--- config.mk ---
export PLATFORM = sky130hd
export DESIGN_NAME = ritc_storage_readout_ctrl
export DESIGN_NICKNAME = d
export VERILOG_FILES = /design/src/rtl/ritc_storage_readout_ctrl_pkg.sv /design/src/rtl/ritc_readout_cursor.sv /design/src/rtl/ritc_storage_readout_ctrl.sv
export SDC_FILE = /design/constraint.sdc
export NUM_CORES = 1
export LEC_CHECK = 0
export CAP_MARGIN = 20
export CORE_MARGIN = 3
export CORE_UTILIZATION = 52
export CTS_CLUSTER_DIAMETER = 120
export CTS_CLUSTER_SIZE = 10
export DETAILED_ROUTE_END_ITERATION = 8
export PLACE_DENSITY = 0.85
export REMOVE_ABC_BUFFERS = 1
export SYNTH_ARGS = -nofsm -noshare
export SYNTH_HDL_FRONTEND = slang
export SYNTH_SLANG_ARGS = --single-unit
export TNS_END_PERCENT = 30
--- constraint.sdc ---
create_clock -name user_clk_i -period 5.34 [get_ports user_clk_i]
set_input_delay 1.068 -clock user_clk_i [delete_from_list [all_inputs] [get_ports user_clk_i]]
set_output_delay 1.068 -clock user_clk_i [all_outputs]
set_load 0.01 [all_outputs]
--- src/rtl/ritc_storage_readout_ctrl_pkg.sv ---
// Shared types and field widths for the RITC storage readout sequencer.
package ritc_storage_readout_ctrl_pkg;

    localparam int BLOCK_W     = 3;
    localparam int WORD_W      = 10;
    localparam int DATA_W      = 24;
    localparam int STOR_ADDR_W = BLOCK_W + WORD_W;

    typedef enum logic [3:0] {
        IDLE,
        CLEAR,
        TRIG,
        WAIT_LOW,
        WAIT_DONE,
        ADDR,
        LAT,
        PRESENT,
        FINISH
    } state_t;

endpackage

--- src/rtl/ritc_readout_cursor.sv ---
// Channel/word cursor for the storage readout: clears to chan0/idx0, steps idx
// with wrap into the next channel, and flags the final word of the run.
module ritc_readout_cursor
    import ritc_storage_readout_ctrl_pkg::*;
#(
    parameter int NUM_CHAN = 6,
    parameter int DEPTH    = 1024
) (
    input  logic               user_clk_i,
    input  logic               rst_n_i,
    input  logic               clr,
    input  logic               adv,
    output logic [BLOCK_W-1:0] chan,
    output logic [WORD_W-1:0]  idx,
    output logic [BLOCK_W-1:0] nxt_chan,
    output logic [WORD_W-1:0]  nxt_idx,
    output logic               last
);

    localparam logic [BLOCK_W-1:0] CHAN_MAX = BLOCK_W'(NUM_CHAN - 1);
    localparam logic [WORD_W-1:0]  IDX_MAX  = WORD_W'(DEPTH - 1);

    logic idx_wrap;

    assign idx_wrap = (idx == IDX_MAX);
    assign last     = idx_wrap && (chan == CHAN_MAX);
    assign nxt_idx  = idx_wrap ? '0 : idx + 1'b1;
    assign nxt_chan = idx_wrap ? chan + 1'b1 : chan;

    always_ff @(posedge user_clk_i or negedge rst_n_i) begin
        if (!rst_n_i) begin
            chan <= '0;
            idx  <= '0;
        end else if (clr) begin
            chan <= '0;
            idx  <= '0;
        end else if (adv) begin
            chan <= nxt_chan;
            idx  <= nxt_idx;
        end
    end

endmodule

--- src/rtl/ritc_storage_readout_ctrl.sv ---
// RITC storage readout sequencer: clear, trigger, wait for capture, then read every
// word by explicit address onto a valid/ready stream. Optional capture watchdog: RITC_READOUT_TIMEOUT_EN.
module ritc_storage_readout_ctrl
    import ritc_storage_readout_ctrl_pkg::*;
#(
    parameter int NUM_CHAN = 6,
    parameter int DEPTH    = 1024,
    parameter int RD_LAT   = 2,
    parameter int TIMEOUT  = 1048576
) (
    input  logic                   user_clk_i,
    input  logic                   rst_n_i,
    input  logic                   start_i,
    input  logic                   abort_i,
    output logic                   busy_o,
    output logic                   done_o,
    output logic                   sync_latch_o,
    output logic                   timeout_o,
    output logic                   stor_trig_o,
    output logic                   stor_clear_o,
    output logic                   stor_sel_o,
    output logic                   stor_rd_o,
    output logic                   stor_wr_o,
    output logic [STOR_ADDR_W-1:0] stor_addr_o,
    input  logic [31:0]            stor_dat_i,
    input  logic                   stor_done_i,
    input  logic                   stor_sync_latch_i,
    output logic                   out_valid_o,
    input  logic                   out_ready_i,
    output logic [DATA_W-1:0]      out_dat_o,
    output logic [BLOCK_W-1:0]     out_chan_o,
    output logic [WORD_W-1:0]      out_idx_o,
    output logic                   out_last_o
);

    state_t             state, state_nx;
    logic [2:0]         lat_cnt;
    logic               lat_end, to_hit, waiting;
    logic [BLOCK_W-1:0] cur_chan, nxt_chan;
    logic [WORD_W-1:0]  cur_idx, nxt_idx;
    logic               cur_last;
    logic               unused_dat_hi;

    assign lat_end       = (lat_cnt == 3'(RD_LAT - 1));
    assign waiting       = (state == WAIT_LOW) || (state == WAIT_DONE);
    assign stor_rd_o     = 1'b0;
    assign unused_dat_hi = &{1'b0, stor_dat_i[31:24]};

`ifdef RITC_READOUT_TIMEOUT_EN
    logic [20:0] to_cnt;

    always_ff @(posedge user_clk_i or negedge rst_n_i) begin
        if (!rst_n_i)     to_cnt <= '0;
        else if (waiting) to_cnt <= to_cnt + 21'd1;
        else              to_cnt <= '0;
    end

    assign to_hit = waiting && (to_cnt == 21'(TIMEOUT - 1));
`else
    // Watchdog compiled out: the wait for capture complete is unbounded.
    assign to_hit = (TIMEOUT < 0);
`endif

    ritc_readout_cursor #(.NUM_CHAN(NUM_CHAN), .DEPTH(DEPTH)) u_cursor (
        .user_clk_i (user_clk_i),
        .rst_n_i    (rst_n_i),
        .clr        (state == WAIT_DONE && state_nx == ADDR),
        .adv        (state == PRESENT && (state_nx == ADDR || state_nx == FINISH)),
        .chan       (cur_chan),
        .idx        (cur_idx),
        .nxt_chan   (nxt_chan),
        .nxt_idx    (nxt_idx),
        .last       (cur_last)
    );

    always_comb begin
        state_nx = state;
        unique case (state)
            IDLE:      if (start_i) state_nx = CLEAR;
            CLEAR:     state_nx = TRIG;
            TRIG:      state_nx = WAIT_LOW;
            WAIT_LOW:  if (!stor_done_i) state_nx = WAIT_DONE;
            WAIT_DONE: if (stor_done_i) state_nx = ADDR;
            ADDR:      state_nx = LAT;
            LAT:       if (lat_end) state_nx = PRESENT;
            PRESENT:   if (out_ready_i) state_nx = cur_last ? FINISH : ADDR;
            FINISH:    state_nx = IDLE;
            default:   state_nx = IDLE;
        endcase
        if (abort_i || to_hit) state_nx = IDLE;
    end

    // Outputs are decoded from the next state so every strobe leaves a flop.
    always_ff @(posedge user_clk_i or negedge rst_n_i) begin
        if (!rst_n_i) begin
            state        <= IDLE;
            lat_cnt      <= '0;
            busy_o       <= 1'b0;
            done_o       <= 1'b0;
            sync_latch_o <= 1'b0;
            timeout_o    <= 1'b0;
            stor_trig_o  <= 1'b0;
            stor_clear_o <= 1'b0;
            stor_sel_o   <= 1'b0;
            stor_wr_o    <= 1'b0;
            stor_addr_o  <= '0;
            out_valid_o  <= 1'b0;
            out_dat_o    <= '0;
            out_chan_o   <= '0;
            out_idx_o    <= '0;
            out_last_o   <= 1'b0;
        end else begin
            state        <= state_nx;
            lat_cnt      <= (state == LAT) ? lat_cnt + 3'd1 : 3'd0;
            busy_o       <= (state_nx != IDLE);
            done_o       <= (state_nx == FINISH);
            stor_clear_o <= (state_nx == CLEAR);
            stor_trig_o  <= (state_nx == TRIG);
            stor_sel_o   <= (state_nx == ADDR);
            stor_wr_o    <= (state_nx == ADDR);
            out_valid_o  <= (state_nx == PRESENT);
            if (state_nx == ADDR)
                stor_addr_o <= (state == PRESENT) ? {nxt_chan, nxt_idx} : '0;
            if (state == LAT && state_nx == PRESENT) begin
                out_dat_o  <= stor_dat_i[DATA_W-1:0];
                out_chan_o <= cur_chan;
                out_idx_o  <= cur_idx;
                out_last_o <= cur_last;
            end
            if (state == WAIT_DONE && state_nx == ADDR)
                sync_latch_o <= stor_sync_latch_i;
            if (state == IDLE && state_nx == CLEAR)
                timeout_o <= 1'b0;
            else if (to_hit)
                timeout_o <= 1'b1;
        end
    end

endmodule

# Word level (Yosys, flattened, before mapping)
# Cells that the tools add are included.
# totals
regBits,78
in_bits,39
out_inout_bits,61
elab_cells,58
# op_classes
addsub,3
n_eq_ne,15
mux,16
reduce_logical,8
# op_table
op,n
one-hot mux 4 bit (8 select lines),1
two-way mux 10 bit,3
two-way mux 4 bit,7
"equality test 4 x 3 -> 1 bit, second input constant",6
two-way mux 13 bit,1
"equality test 4 x 2 -> 1 bit, second input constant",3
two-way mux 3 bit,4
"adder 10 x 1 -> 10 bit, second input constant",1
"equality test 10 bit, second input constant",1
"equality test 4 x 1 -> 1 bit, second input constant",2
"adder 3 x 1 -> 3 bit, second input constant",2
"equality test 4 bit, second input constant",1
logical AND 1 bit,4
zero test 4 bit,1
nonzero test 4 bit,1
"equality test 3 x 1 -> 1 bit, second input constant",1
"equality test 3 bit, second input constant",1
nonzero test 2 bit,1
logical OR 1 bit,1

# Logic depth before layout (Yosys ltp)
# depth
depth_word,11
depth_mapped,9
depth_no_buf,8

# By module
# From an unflattened synthesis, not the netlist that was laid out.
# hier_totals
cells_unflattened,341
hier_area_um2,3881.2
# by_module_without_submodules
module,instances,cells_per_inst,area_each_um2,seq_area_each_um2
ritc_storage_readout_ctrl,1,226,2884.0,1626.6
ritc_readout_cursor,1,115,997.2,325.3

# Least setup slack after synthesis
# Ideal clock, no wire load.
# synth_path
kind,in2reg
startpoint,input abort_i
endpoint,register out_chan_o[0]
setup_ns,0.125
arrival_ns,2.353
t_required_ns,5.215
slack_ns,2.862
stages,5
n_path_buf,2
path_cell_list,or2_4 > or4_1 > buf_2 > buf_6 > mux2_4
# synth_between
elab_chain_cells,3
# synth_rtl
item,line_no,text
start: declaration,ritc_storage_readout_ctrl.sv:14,"input logic abort_i,"
two-way mux 4 bit,ritc_storage_readout_ctrl.sv:90,if (abort_i || to_hit) state_nx = IDLE;
equality test 4 x 3 -> 1 bit,ritc_storage_readout_ctrl.sv:124,if (state == LAT && state_nx == PRESENT) begin
logical AND 1 bit,ritc_storage_readout_ctrl.sv:124,
end signal: assignment,ritc_storage_readout_ctrl.sv:126,out_chan_o <= cur_chan;
end: declaration,ritc_storage_readout_ctrl.sv:31,"output logic [BLOCK_W-1:0] out_chan_o,"
# No other way between the ends.
# A chain may end at the register's enable or synchronous reset.

# Final worst setup path
# layout_path
startpoint,input abort_i
endpoint,register out_idx_o[0]
# layout_between
elab_chain_cells,3
# layout_rtl
item,line_no,text
two-way mux 4 bit,ritc_storage_readout_ctrl.sv:90,
equality test 4 x 3 -> 1 bit,ritc_storage_readout_ctrl.sv:124,
logical AND 1 bit,ritc_storage_readout_ctrl.sv:124,
end signal: assignment,ritc_storage_readout_ctrl.sv:127,out_idx_o <= cur_idx;
end: declaration,ritc_storage_readout_ctrl.sv:32,"output logic [WORD_W-1:0] out_idx_o,"
# No other way between the ends.

==> results_dict.tcl <==
set metrics [dict create \
    clock_skew_ns 0.00339 \
    syn_avg_cell_area_um2 13.5 \
    worst_pin_slew_ns 0.951 \
    synthArstFlopShare_pct 100 \
    finalSetupViolations 0 \
    ir_worst_vdd_mv 0.139 \
    path_clk_slew_ns 0.08 \
    crit_fanout 40 \
    dieArea_um2 8040 \
    hold_class "flop to flop" \
    fp-row-count 29 \
    dp_slack_ns 1.87 \
    drive_gt1_share_pct 20.0 \
    postCtsSetupBuffers 0 \
    slew_headroom_pct 36.6 \
    synth_warnings 0 \
    p_per_area_nw_per_um2 257 \
    worstPathRequired_ns 5.57 \
    grt_pass1_vias 2554 \
    p_clk_share_pct 35.9 \
    crit_slowest_cell "or4_2" \
    whs_ns 0.481 \
    synth.distinct_cells 54 \
    end_kind "flop" \
    regToRegSetupSlack_ns 3.00 \
    ant_nets 0 \
    cts_root_buf "clkbuf_8" \
    wire_per_inst_um 16.2 \
    crit_family "simple AND/OR/NAND/NOR gates" \
    status "complete, no violations" \
    finalWorstSetupSlack_ns 2.22 \
    finalWeightedCongestion 0.793 \
    ys_ff_latch 78 \
    synth_edf_count 0 \
    path_buf_inv 2 \
    cts_tree "built" \
    die_w_um 89.7 \
    antenna_found_initial 0 \
    p_leak_nw 2.24 \
    netlist_area_um2 3640 \
    power_frac_comb_pct 11.8 \
    fin_setup_tns_ns 0 \
    worstReg2RegEnd "stor_addr_o[12]$_DFFE_PN0N_" \
    reg2regPathDepth 5 \
    rsz0062_at_grt "no" \
    grt_pass1_wl_um 11900 \
    critPathLaunchType "input pin" \
    die_y_um 89.7 \
    vias 2403 \
    hpwl_um 5140 \
    gr-total-overflow 0 \
    cp.arrival_ns 3.35 \
    layoutNonFillerInstCount 458 \
    worst-path-stages 5 \
    internal_power_uw 927 \
    holdBufCountCts 0 \
    io_buffers 89 \
    total_power_mw 1.22 \
    antenna_cells 0 \
    initial_core_util_pct 55.5 \
    swShare_pct 24.2 \
    cts_buffers 9 \
    maxSlewViolCount 0 \
    drtPass1Iterations 4 \
    cts.path.max_buffers 2 \
    worstSetupPathType "input pin to flop" \
    fin_crit_ns 3.12 \
    drc_errors 0 \
    synth_flop_cell "dfrtp_1" \
    io_pins 100 \
    drtIter0Drc 114 \
    drv_cap 0 \
    cts_resized 0 \
    core-area_um2 6570 \
    syn_to_final_growth_pct 30.6 \
    h-tree-depth 3 \
    grt_usage_pct 19.2 \
    cp_cell_sequence "clkdlybuf4s50_1 > or2_4 > or4_2 > buf_4 > mux2_4" \
    cpPeakStageDelay_ns 0.65 \
    synth_seq_area_share_pct 53.6 \
    clk_latency_ns 0.34 \
    synth_cells 270 \
    hold_viol_final 0 \
    fmax_ghz 0.320 \
    rr_startpoint "u_cursor.idx[0]$_DFFE_PN0P_" \
    nNetsFinal 404 \
    seq_power_share_pct 52.3 \
    endpoint "out_idx_o[0]$_DFFE_PN0P_" \
    drt_wl_total_um 7440 \
    viasPerCell 5.25 \
    grt_max_degree 79 \
    dp_cells 442 \
    crit_start "abort_i" \
    netSwitchingPower_uw 296 \
    fin_crit_sh_pct 58.5 \
    numClockSinks 78 \
]
layout make-up:
class | count | area, um2
clock buffers | 10 | 138
clock inverters | 6 | 61.3
fillers | 440 | 1810
inverters | 7 | 26.3
multi-input cells | 174 | 1570
flip-flops and latches | 78 | 1950
well taps | 93 | 116
repair buffers | 90 | 896
worst reg2reg max path, delay by kind of cell, from the launching register on:
| family | cells | cell delay [ns] |
|---|---|---|
| AOI/OAI and AO/OA | 2 | 0.83 |
| adders and majority gates | 1 | 0.35 |
| DFF | 1 | 0.49 |
| muxes | 1 | 0.36 |
| and+or+nand+nor | 1 | 0.21 |
cells in the final DEF, fill, tap and decap left out, types with 9 or more instances in the layout:
master	Yosys	final
clkdlybuf4s50_1	0	88
dfrtp_1	78	78
mux2_4	36	36
nor2_1	19	19
nand2_1	13	13
o21ai_1	10	10
clkbuf_8	0	10
o21ai_0	9	9
logic make-up (layout without fill, tap and decap cells):
group                      Yosys count  in the layout  synth area share, %
DFF                                 78             78                 53.6
and+or+nand+nor                     66             66                 10.5
AOI/OAI and AO/OA                   48             48                 11.2
muxes                               43             43                 16.9
buffers and inverters               19            113                 3.50
xor gates and xnor gates            10             10                 2.40
adders and majority gates            5              5                 1.72
other                                1              2                0.103
state kept, by name (all words and copies together) (netlist names):
register       flops
out_chan_o         3
stor_wr_o          1
stor_clear_o       1
lat_cnt            3
out_idx_o         10
state              4
u_cursor.chan      3
out_valid_o        1
stor_trig_o        1
u_cursor.idx      10
out_last_o         1
stor_addr_o       13
sync_latch_o       1
busy_o             1
done_o             1
out_dat_o         24
power groups by stage:
stage / clock [mW] / sequential, mW / combinational [mW]
after floorplan: 0 / 0.656 / 0.0560
after global placement: 0 / 0.650 / 0.141
after detailed placement: 0 / 0.651 / 0.144
after CTS: 0.446 / 0.640 / 0.146
after global routing: 0.466 / 0.644 / 0.157
final: 0.439 / 0.640 / 0.144
cell usage after synthesis (2+ instances only):
cell type | n | area, um2
a21oi_1 | 3 | 15.0
a22o_1 | 7 | 61.3
buf_2 | 2 | 10.0
buf_4 | 4 | 30.0
buf_6 | 5 | 56.3
dfrtp_1 | 78 | 1950
ha_1 | 5 | 62.6
inv_1 | 5 | 18.8
inv_2 | 2 | 7.51
mux2_1 | 4 | 45.0
mux2_4 | 36 | 541
mux2i_1 | 2 | 20.0
nand2_1 | 13 | 48.8
nand2b_1 | 2 | 12.5
nand3_1 | 7 | 35.0
nor2_1 | 19 | 71.3
nor2b_1 | 4 | 25.0
nor3_1 | 2 | 10.0
nor4_1 | 2 | 12.5
o21ai_0 | 9 | 45.0
o21ai_1 | 10 | 50.1
o2bb2ai_1 | 3 | 26.3
o31ai_1 | 4 | 30.0
o31ai_4 | 2 | 42.5
o41ai_1 | 3 | 26.3
xnor2_1 | 7 | 61.3
xor2_1 | 3 | 26.3
layer usage:
layer,global-route usage (%),wire length [um],vias to the layer above
li1,-,-,1153
met1,25.6,3330,1180
met2,31.8,3700,65
met3,3.92,354,5
met4,5.55,61,0
met5,0,0,-
per-stage QoR:
stage,area [um2],utilization (%)
5_1_grt,4760,72.4
3_3_place_gp,4560,69.4
4_1_cts,4760,72.4
6_report,4760,72.4
2_1_floorplan,3540,-
3_5_place_dp,4560,69.4
how the worst min path moves through the flow:
stage                    startpoint                    to  slack [ns]  cells past startpoint
2_1_floorplan  lat_cnt[0]$_DFF_PN0_  lat_cnt[0]$_DFF_PN0_        0.44                      1
3_3_place_gp   lat_cnt[0]$_DFF_PN0_  lat_cnt[0]$_DFF_PN0_        0.45                      1
3_5_place_dp   lat_cnt[0]$_DFF_PN0_  lat_cnt[0]$_DFF_PN0_        0.47                      1
4_1_cts        lat_cnt[0]$_DFF_PN0_  lat_cnt[0]$_DFF_PN0_        0.48                      1
5_1_grt        lat_cnt[0]$_DFF_PN0_  lat_cnt[0]$_DFF_PN0_        0.51                      1
6_report       lat_cnt[0]$_DFF_PN0_  lat_cnt[0]$_DFF_PN0_        0.48                      1
No activity file was read; power rests on OpenSTA's default activity.
